--- src/rtl/vga_pkg.sv ---
// Shared constants for the VGA timing path: 640x480@60 segment defaults,
// derived frame totals, the raster counter width and a range-decode helper.
package vga_pkg;

  localparam int CNT_W = 10;

  localparam int DEF_H_VIS  = 640;
  localparam int DEF_H_FP   = 16;
  localparam int DEF_H_SYNC = 96;
  localparam int DEF_H_BP   = 48;

  localparam int DEF_V_VIS  = 480;
  localparam int DEF_V_FP   = 10;
  localparam int DEF_V_SYNC = 2;
  localparam int DEF_V_BP   = 33;

  localparam int H_TOTAL = DEF_H_VIS + DEF_H_FP + DEF_H_SYNC + DEF_H_BP;
  localparam int V_TOTAL = DEF_V_VIS + DEF_V_FP + DEF_V_SYNC + DEF_V_BP;

  // True when pos lies in the half-open window [lo, hi).
  function automatic logic in_span(input logic [CNT_W-1:0] pos,
                                   input logic [CNT_W-1:0] lo,
                                   input logic [CNT_W-1:0] hi);
    return (pos >= lo) && (pos < hi);
  endfunction

endpackage

--- src/rtl/pixel_tick.sv ---
// Pixel-rate prescaler: emits a one-clock enable every DIV system clocks so
// downstream logic stays on the single system clock.
module pixel_tick #(
  parameter int DIV = 4
) (
  input  logic clk,
  input  logic rst,
  output logic pix_en
);

  localparam int PS_W = $clog2(DIV);
  localparam logic [PS_W-1:0] PS_LAST = PS_W'(DIV - 1);
  localparam logic [PS_W-1:0] PS_ZERO = {PS_W{1'b0}};
  localparam logic [PS_W-1:0] PS_ONE  = PS_W'(1);

  if (DIV < 2 || DIV > 16) begin : g_div_range
    $error("pixel_tick: DIV must be within 2..16");
  end

  logic [PS_W-1:0] ps_r;

  // Free-running 0..DIV-1 count.
  always_ff @(posedge clk) begin
    if (rst) begin
      ps_r <= PS_ZERO;
    end else if (ps_r == PS_LAST) begin
      ps_r <= PS_ZERO;
    end else begin
      ps_r <= ps_r + PS_ONE;
    end
  end

  assign pix_en = (ps_r == PS_LAST);

endmodule

--- src/rtl/vga_timing_gen.sv ---
// VGA raster timing generator: h/v counters advanced on the pixel strobe, with
// syncs, visible flag and line/frame strobes registered alongside the counters.
module vga_timing_gen
  import vga_pkg::*;
#(
  parameter int DIV    = 4,
  parameter int H_VIS  = DEF_H_VIS,
  parameter int H_FP   = DEF_H_FP,
  parameter int H_SYNC = DEF_H_SYNC,
  parameter int H_BP   = DEF_H_BP,
  parameter int V_VIS  = DEF_V_VIS,
  parameter int V_FP   = DEF_V_FP,
  parameter int V_SYNC = DEF_V_SYNC,
  parameter int V_BP   = DEF_V_BP
) (
  input  logic             clk,
  input  logic             rst,
  output logic             pix_en,
  output logic [CNT_W-1:0] h_cnt,
  output logic [CNT_W-1:0] v_cnt,
  output logic             hsync,
  output logic             vsync,
  output logic             valid,
  output logic             line_start,
  output logic             frame_start
);

  localparam int H_TOT = H_VIS + H_FP + H_SYNC + H_BP;
  localparam int V_TOT = V_VIS + V_FP + V_SYNC + V_BP;

  if (H_TOT > (1 << CNT_W) || V_TOT > (1 << CNT_W)) begin : g_cnt_range
    $error("vga_timing_gen: frame totals do not fit the counter width");
  end

  localparam logic [CNT_W-1:0] ZERO   = {CNT_W{1'b0}};
  localparam logic [CNT_W-1:0] ONE    = CNT_W'(1);
  localparam logic [CNT_W-1:0] H_LAST = CNT_W'(H_TOT - 1);
  localparam logic [CNT_W-1:0] V_LAST = CNT_W'(V_TOT - 1);
  localparam logic [CNT_W-1:0] H_VEND = CNT_W'(H_VIS);
  localparam logic [CNT_W-1:0] V_VEND = CNT_W'(V_VIS);
  localparam logic [CNT_W-1:0] HS_LO  = CNT_W'(H_VIS + H_FP);
  localparam logic [CNT_W-1:0] HS_HI  = CNT_W'(H_VIS + H_FP + H_SYNC);
  localparam logic [CNT_W-1:0] VS_LO  = CNT_W'(V_VIS + V_FP);
  localparam logic [CNT_W-1:0] VS_HI  = CNT_W'(V_VIS + V_FP + V_SYNC);

  logic [CNT_W-1:0] h_nxt_s;
  logic [CNT_W-1:0] v_nxt_s;

  pixel_tick #(.DIV(DIV)) u_tick (
    .clk    (clk),
    .rst    (rst),
    .pix_en (pix_en)
  );

  // Next raster position; decode below uses it so outputs align with counters.
  always_comb begin
    h_nxt_s = h_cnt;
    v_nxt_s = v_cnt;
    if (pix_en) begin
      if (h_cnt == H_LAST) begin
        h_nxt_s = ZERO;
        if (v_cnt == V_LAST) begin
          v_nxt_s = ZERO;
        end else begin
          v_nxt_s = v_cnt + ONE;
        end
      end else begin
        h_nxt_s = h_cnt + ONE;
        v_nxt_s = v_cnt;
      end
    end else begin
      h_nxt_s = h_cnt;
      v_nxt_s = v_cnt;
    end
  end

  // Counters and registered decode; reset parks at the last back-porch pixel.
  always_ff @(posedge clk) begin
    if (rst) begin
      h_cnt       <= H_LAST;
      v_cnt       <= V_LAST;
      hsync       <= 1'b1;
      vsync       <= 1'b1;
      valid       <= 1'b0;
      line_start  <= 1'b0;
      frame_start <= 1'b0;
    end else if (pix_en) begin
      h_cnt       <= h_nxt_s;
      v_cnt       <= v_nxt_s;
      hsync       <= ~in_span(h_nxt_s, HS_LO, HS_HI);
      vsync       <= ~in_span(v_nxt_s, VS_LO, VS_HI);
      valid       <= (h_nxt_s < H_VEND) && (v_nxt_s < V_VEND);
      line_start  <= (h_nxt_s == ZERO);
      frame_start <= (h_nxt_s == ZERO) && (v_nxt_s == ZERO);
    end
  end

endmodule

--- config.mk ---
export PLATFORM = sky130hd
export DESIGN_NAME = vga_timing_gen
export DESIGN_NICKNAME = d
export VERILOG_FILES = /design/src/rtl/vga_pkg.sv /design/src/rtl/pixel_tick.sv /design/src/rtl/vga_timing_gen.sv
export SDC_FILE = /design/constraint.sdc
export NUM_CORES = 1
export LEC_CHECK = 0
export BUFFER_PORTS_ARGS = -buffer_cell sky130_fd_sc_hd__buf_2
export CAP_MARGIN = 20
export CORE_AREA = 2 2 78 80
export DETAILED_ROUTE_END_ITERATION = 8
export DIE_AREA = 0 0 80 82
export SLEW_MARGIN = 20
export SYNTH_ARGS = -nofsm -noshare
export SYNTH_HDL_FRONTEND = slang
export SYNTH_HIERARCHICAL = 1
export SYNTH_SLANG_ARGS = --single-unit
--- constraint.sdc ---
create_clock -name clk -period 5 [get_ports clk]
set_input_delay 1 -clock clk [delete_from_list [all_inputs] [get_ports clk]]
set_output_delay 1 -clock clk [all_outputs]
set_load 0.02 [all_outputs]
After elaboration in Yosys (flattened, before gate mapping)
Index checks and enable logic that the tools add are counted.
{ "word_totals": {"out_inout_bits": 26, "romBits": 0, "memories": 0, "reg_bits": 27, "wordCells": 34, "ram_bits": 0, "latchBits": 0} }
{ "op_classes": {"n_bitwise": 2, "n_eq_ne": 3, "addsub": 3, "n_reduce_logical": 7, "shift": 0, "magnitude_cmp": 6, "mux": 5, "n_div": 0, "multipliers": 0} }
{ "op_table": {"columns": ["op", "count"], "rows": [
  ["$mux 10", 5],
  ["$add 10x1->10 const B", 2],
  ["$eq 10x10->1 const B", 2],
  ["$logic_not 10->1", 2],
  ["$lt 10x10->1 const B", 2],
  ["$lt 10x9->1 const B", 2],
  ["$ge 10x10->1 const B", 1],
  ["$ge 10x9->1 const B", 1],
  ["$logic_and 1x1->1", 4],
  ["$add 2x1->2 const B", 1],
  ["$eq 2x2->1 const B", 1],
  ["$not 1->1", 2],
  ["$reduce_or 2->1", 1]
]} }

Logic depth before layout (Yosys ltp)
{ "logic_depth": {"word_depth": 7, "depth_mapped": 9} }

Hierarchy
Netlist, hierarchy kept.
{ "modules_own_cells": {"columns": ["module", "instances", "seq_area_each_um2", "area_each_um2", "cells_each"], "rows": [
  ["vga_timing_gen", 1, 500.5, 1574.0, 190],
  ["pixel_tick", 1, 40.0, 75.1, 5]
]} }

Worst setup path before layout
Ideal clock, no wire load.
{ "synth_timing": {"path_kind": "register -> register", "from": "reg u_tick.ps_r[0]", "to": "reg frame_start", "stages_incl_launch_ff": 10, "t_required_ns": 4.916, "setup_time_ns": 0.084, "synth_period_minus_slack_ns": 2.463, "n_path_buf": 2, "path_slack_ns": 2.537, "arrival_ns": 2.378, "path_cell_list": "dfxtp_1 > ha_1 > and4_1 > buf_2 > and2_0 > clkbuf_1 > xnor2_1 > a31oi_1 > or4_4 > o31ai_2"} }
{ "synth_between": {"elab_chain_cells": 4, "elab_cells_between_ends": 6, "cone_classes": "eq/ne: 1; mux: 2; reduce/logical: 3"} }
{ "synth_lines": {"columns": ["item", "line_no", "text"], "rows": [
  ["start: declaration", "pixel_tick.sv:20", "logic [PS_W-1:0] ps_r;"],
  ["start signal: assignment", "pixel_tick.sv:29", "ps_r <= ps_r + PS_ONE;"],
  ["$eq 2x2->1 (*)", "pixel_tick.sv:33", "assign pix_en = (ps_r == PS_LAST);"],
  ["named net pix_en", "vga_timing_gen.sv:18", "output logic pix_en,"],
  ["$mux 10", "vga_timing_gen.sv:59", "if (pix_en) begin"],
  ["$logic_not 10->1", "vga_timing_gen.sv:94", "frame_start <= (h_nxt_s == ZERO) && (v_nxt_s == ZERO);"],
  ["$logic_and 1x1->1", "vga_timing_gen.sv:94", null],
  ["end signal: assignment", "vga_timing_gen.sv:94", null],
  ["end: declaration", "vga_timing_gen.sv:25", "output logic frame_start"]
]} }
The timed path passes the listed nets; every way through them passes the cells marked *.
A chain may end at the register's enable or synchronous reset.

Final worst setup path
{ "layout_timing": {"from": "reg h_cnt[0]", "to": "reg frame_start"} }
{ "layout_between": {"elab_chain_cells": 5, "elab_cells_between_ends": 9, "cone_classes": "add/sub: 1; eq/ne: 1; mux: 4; reduce/logical: 3"} }
{ "layout_lines": {"columns": ["item", "line_no", "text"], "rows": [
  ["start: declaration", "vga_timing_gen.sv:19", "output logic [CNT_W-1:0] h_cnt,"],
  ["start signal: assignment", "vga_timing_gen.sv:88", "h_cnt <= h_nxt_s;"],
  ["$add 10x1->10 or $eq 10x10->1 (tied branches)", "vga_timing_gen.sv:68, vga_timing_gen.sv:60", null],
  ["$mux 10", "vga_timing_gen.sv:60", "if (h_cnt == H_LAST) begin"],
  ["$mux 10", "vga_timing_gen.sv:59", null],
  ["$logic_not 10->1", "vga_timing_gen.sv:94", null],
  ["$logic_and 1x1->1 (*)", "vga_timing_gen.sv:94", null]
]} }
Mark *: on every way between the ends. The rest lies on a longest branch, timed or not.

==> impl_metrics.toml <==
[run_status]
outcome = "completed"

[synth]
avgSynthCellArea_um2 = 8.46
ys_seq_area_frac = 0.328
synthesis.nets = 201
ys_seq_elements = 27
synth_edf_count = 0
synthAdderAreaFrac = 0.0303
synth_simple_gate_area_frac = 0.306
synth-compound-area-share = 0.191
synth_area_um2 = 1650
synth_flop_cell = "dfxtp_1"
ys_warn_count = 6
synth.mux.area_fraction = 0.00607
synth_top_family_by_area = "simple AND/OR/NAND/NOR gates"
synth_xor_area_frac = 0.0797
synth.distinct_cells = 61
synthCells = 195
synth-async-reset-ratio = 0

[timing]
layout_setup_ws_ns = 2.25
slew_headroom = 0.643
setup_tns_ns = 0
setup_violations = 0
fmax_mhz = 364
drv_slew = 0
fin_crit_sh = 0.550
hold_violations = 0
skew_ns = 0.00931
finalCriticalPeriod_ns = 2.75
rsz0062_at_grt = "false"
worst_pin_slew_ns = 0.532

[pwr]
p_seq_frac = 0.494
swShare = 0.331
ir_drop_uv = 134
p_int_w = 0.000329
p_clk_frac = 0.268
combPwrFrac = 0.237
power_leakage_nw = 0.686
power_density_nw_per_um2 = 265
p_switching_w = 0.000163

[clock_tree]
cts_hold_buf = 0
clk_path_buf_depth = 2
post_cts_buffers = 0
cts-root-buf = "clkbuf_8"
cts_tree = "done"
clkTransAtPathRegs_ns = 0.11
cts-htree-levels = 1
clk_latency_ns = 0.28
cts_sinks = 27
cts_made_buffers = 3
post_cts_resized = 0

[worst_setup_path]
critPathMaxFanout = 12
critPathTopFamily = "simple AND/OR/NAND/NOR gates"
cp_slowest_cell = "or4_4"
critPathKind = "reg2reg"
critPathLaunchType = "flop"
slowest_delay_ns = 0.54
critPathBufInv = 0
crit_required_ns = 5.21
rr_worst_depth = 7
reg2reg_slack_ns = 2.25
critPathArrivalTime_ns = 2.96
crit_chain = "ha_1 -> and4_1 -> nand4_1 -> a211oi_1 -> a31oi_1 -> or4_4 -> o31ai_2"
reg2reg_from = "h_cnt[0]"
end_kind = "flop"
r2r_end = "frame_start"

[die]
design.die.area_um2 = 6560
die_width_um = 80
coreArea_um2 = 5750
dieHeight_um = 82
io-pin-count = 28
rows = 28
start_util = 0.287

[route]
vias_per_cell = 5.18
wl_per_cell_um = 14.2
vias = 1488
met2_length_um = 1880
drt-met1-wl_um = 1950
finalWirelength_um = 4060
top_layer_used = "met4"
drc = 0
met3WireLength_um = 213
drtPass1Iterations = 4
drtAntennaViolNets = 0
drt_iter0_markers = 78

[hold_path]
hp-start = "u_tick/ps_r[0]"
whs_path_depth = 1
hold_class = "reg2reg"
hold_path_end = "u_tick/ps_r[0]"

[global_route]
grt_max_degree = 22
grt_pass1_vias = 1328
grt_overflow = 0
antenna_found_initial = 0
grt_pass1_wl_um = 6760
gr-usage-all-layers = 0.130

[placed_design]
place_ws_ns = 2.27
io_buffers = 27
hpwl_um = 2980
gp_congestion = 0.795

[finish]
drive_gt1_frac = 0.212
final_nets = 219
n_antenna_cell = 0
fillers = 611
syn2layout_area_growth_pct = 12.5

[flow_run]
drv_cap = 0
## how the worst max path moves through the flow
stage	from	endpoint	slack, ns	cells after the start
CTS	h_cnt[0]	frame_start	2.27	7
global placement	h_cnt[0]	frame_start	2.37	7
detailed placement	h_cnt[0]	frame_start	2.27	7
finish	h_cnt[0]	frame_start	2.25	7
floorplan	u_tick/ps_r[0]	frame_start	2.54	9
global route	h_cnt[0]	frame_start	1.97	7
## placed cells by master, fill, tap and decap left out, drive strengths merged, types with 4 or more instances in the layout
master	n
buf	28
nand2	14
nand3	11
nor2	15
nand4	5
a31oi	4
xnor2	10
xor2	5
dfxtp	27
nor3	10
a21oi	7
ha	4
inv	5
nor4	4
o21ai	9
## routing by layer
metal / GRT usage / vias to the layer above
li1: - / 758
met1: 0.183 / 693
met2: 0.206 / 35
met3: 0.0286 / 2
met4: 0.0237 / 0
met5: 0 / -
## logic make-up (layout without fill, tap and decap cells)
family,count (synthesis),in the layout
buffers and inverters,20,37
AO/OA/AOI/OAI,44,44
multiplexers,1,1
XOR/XNOR,15,15
flip-flops,27,27
adder cells (fa/ha/maj),4,4
AND/OR/NAND/NOR,84,84
## per-stage QoR
step                std cells  power [W]  area (um2)  utilization  hold WS, ns
floorplan                 195   0.000339        1650            -        0.406
global placement          283   0.000364        1810        0.314        0.418
detailed placement        283   0.000364        1810        0.314        0.426
CTS                       287   0.000496        1860        0.323        0.448
global route              287   0.000520        1860        0.323        0.470
finish                    287   0.000492        1860        0.323        0.446
## synth_stat cells (2+ instances only)
| cell type | count | share of area |
|---|---|---|
| o21ai_0 | 8 | 0.024 |
| nor2_1 | 15 | 0.034 |
| nand4_1 | 5 | 0.019 |
| or2_2 | 2 | 0.0076 |
| a31oi_1 | 4 | 0.015 |
| a21oi_1 | 7 | 0.021 |
| and3_1 | 3 | 0.011 |
| and4_1 | 2 | 0.011 |
| ha_1 | 4 | 0.030 |
| or4_1 | 2 | 0.0091 |
| o21a_1 | 3 | 0.014 |
| xnor2_1 | 10 | 0.053 |
| dfxtp_1 | 27 | 0.33 |
| buf_4 | 2 | 0.0091 |
| and2_1 | 2 | 0.0076 |
| a211oi_1 | 3 | 0.014 |
| nand2_1 | 14 | 0.032 |
| clkbuf_1 | 8 | 0.018 |
| nor4_1 | 3 | 0.011 |
| nor3_1 | 9 | 0.027 |
| inv_1 | 5 | 0.011 |
| nand3_1 | 11 | 0.033 |
| buf_2 | 3 | 0.0091 |
| xor2_1 | 5 | 0.027 |
| nand2b_1 | 2 | 0.0076 |
## worst register-to-register path, stage by stage, from the launching register on
cell      delay, ns
dfxtp_1        0.41
ha_1           0.28
and4_1         0.35
nand4_1        0.45
a211oi_1       0.37
a31oi_1        0.08
or4_4          0.54
o31ai_2        0.21
## sequential cells by signal (all words and copies together) (netlist names)
signal	cells
hsync	1
v_cnt	10
vsync	1
line_start	1
valid	1
h_cnt	10
frame_start	1
u_tick/ps_r	2
## final cells by class
| type | instances | area [um2] | share of cell area |
|---|---|---|---|
| multi-input combinational | 148 | 1010 | 0.545 |
| sequential | 27 | 541 | 0.291 |
| timing repair buffer | 28 | 143 | 0.0769 |
| tap | 75 | 93.8 | 0.0506 |
| clock buffer | 3 | 41.3 | 0.0223 |
| inverter | 5 | 18.8 | 0.0101 |
| clock inverter | 1 | 7.51 | 0.00405 |
## power by group through the flow
stage / combinational [W] / clock, W / sequential [W]
final: 0.000117 / 0.000132 / 0.000243
after global routing: 0.000130 / 0.000144 / 0.000246
after CTS: 0.000116 / 0.000137 / 0.000243
after detailed placement: 0.000116 / 0 / 0.000248
after global placement: 0.000116 / 0 / 0.000248
after floorplan: 0.0000912 / 0 / 0.000248
(Power assumes the default switching activity.)
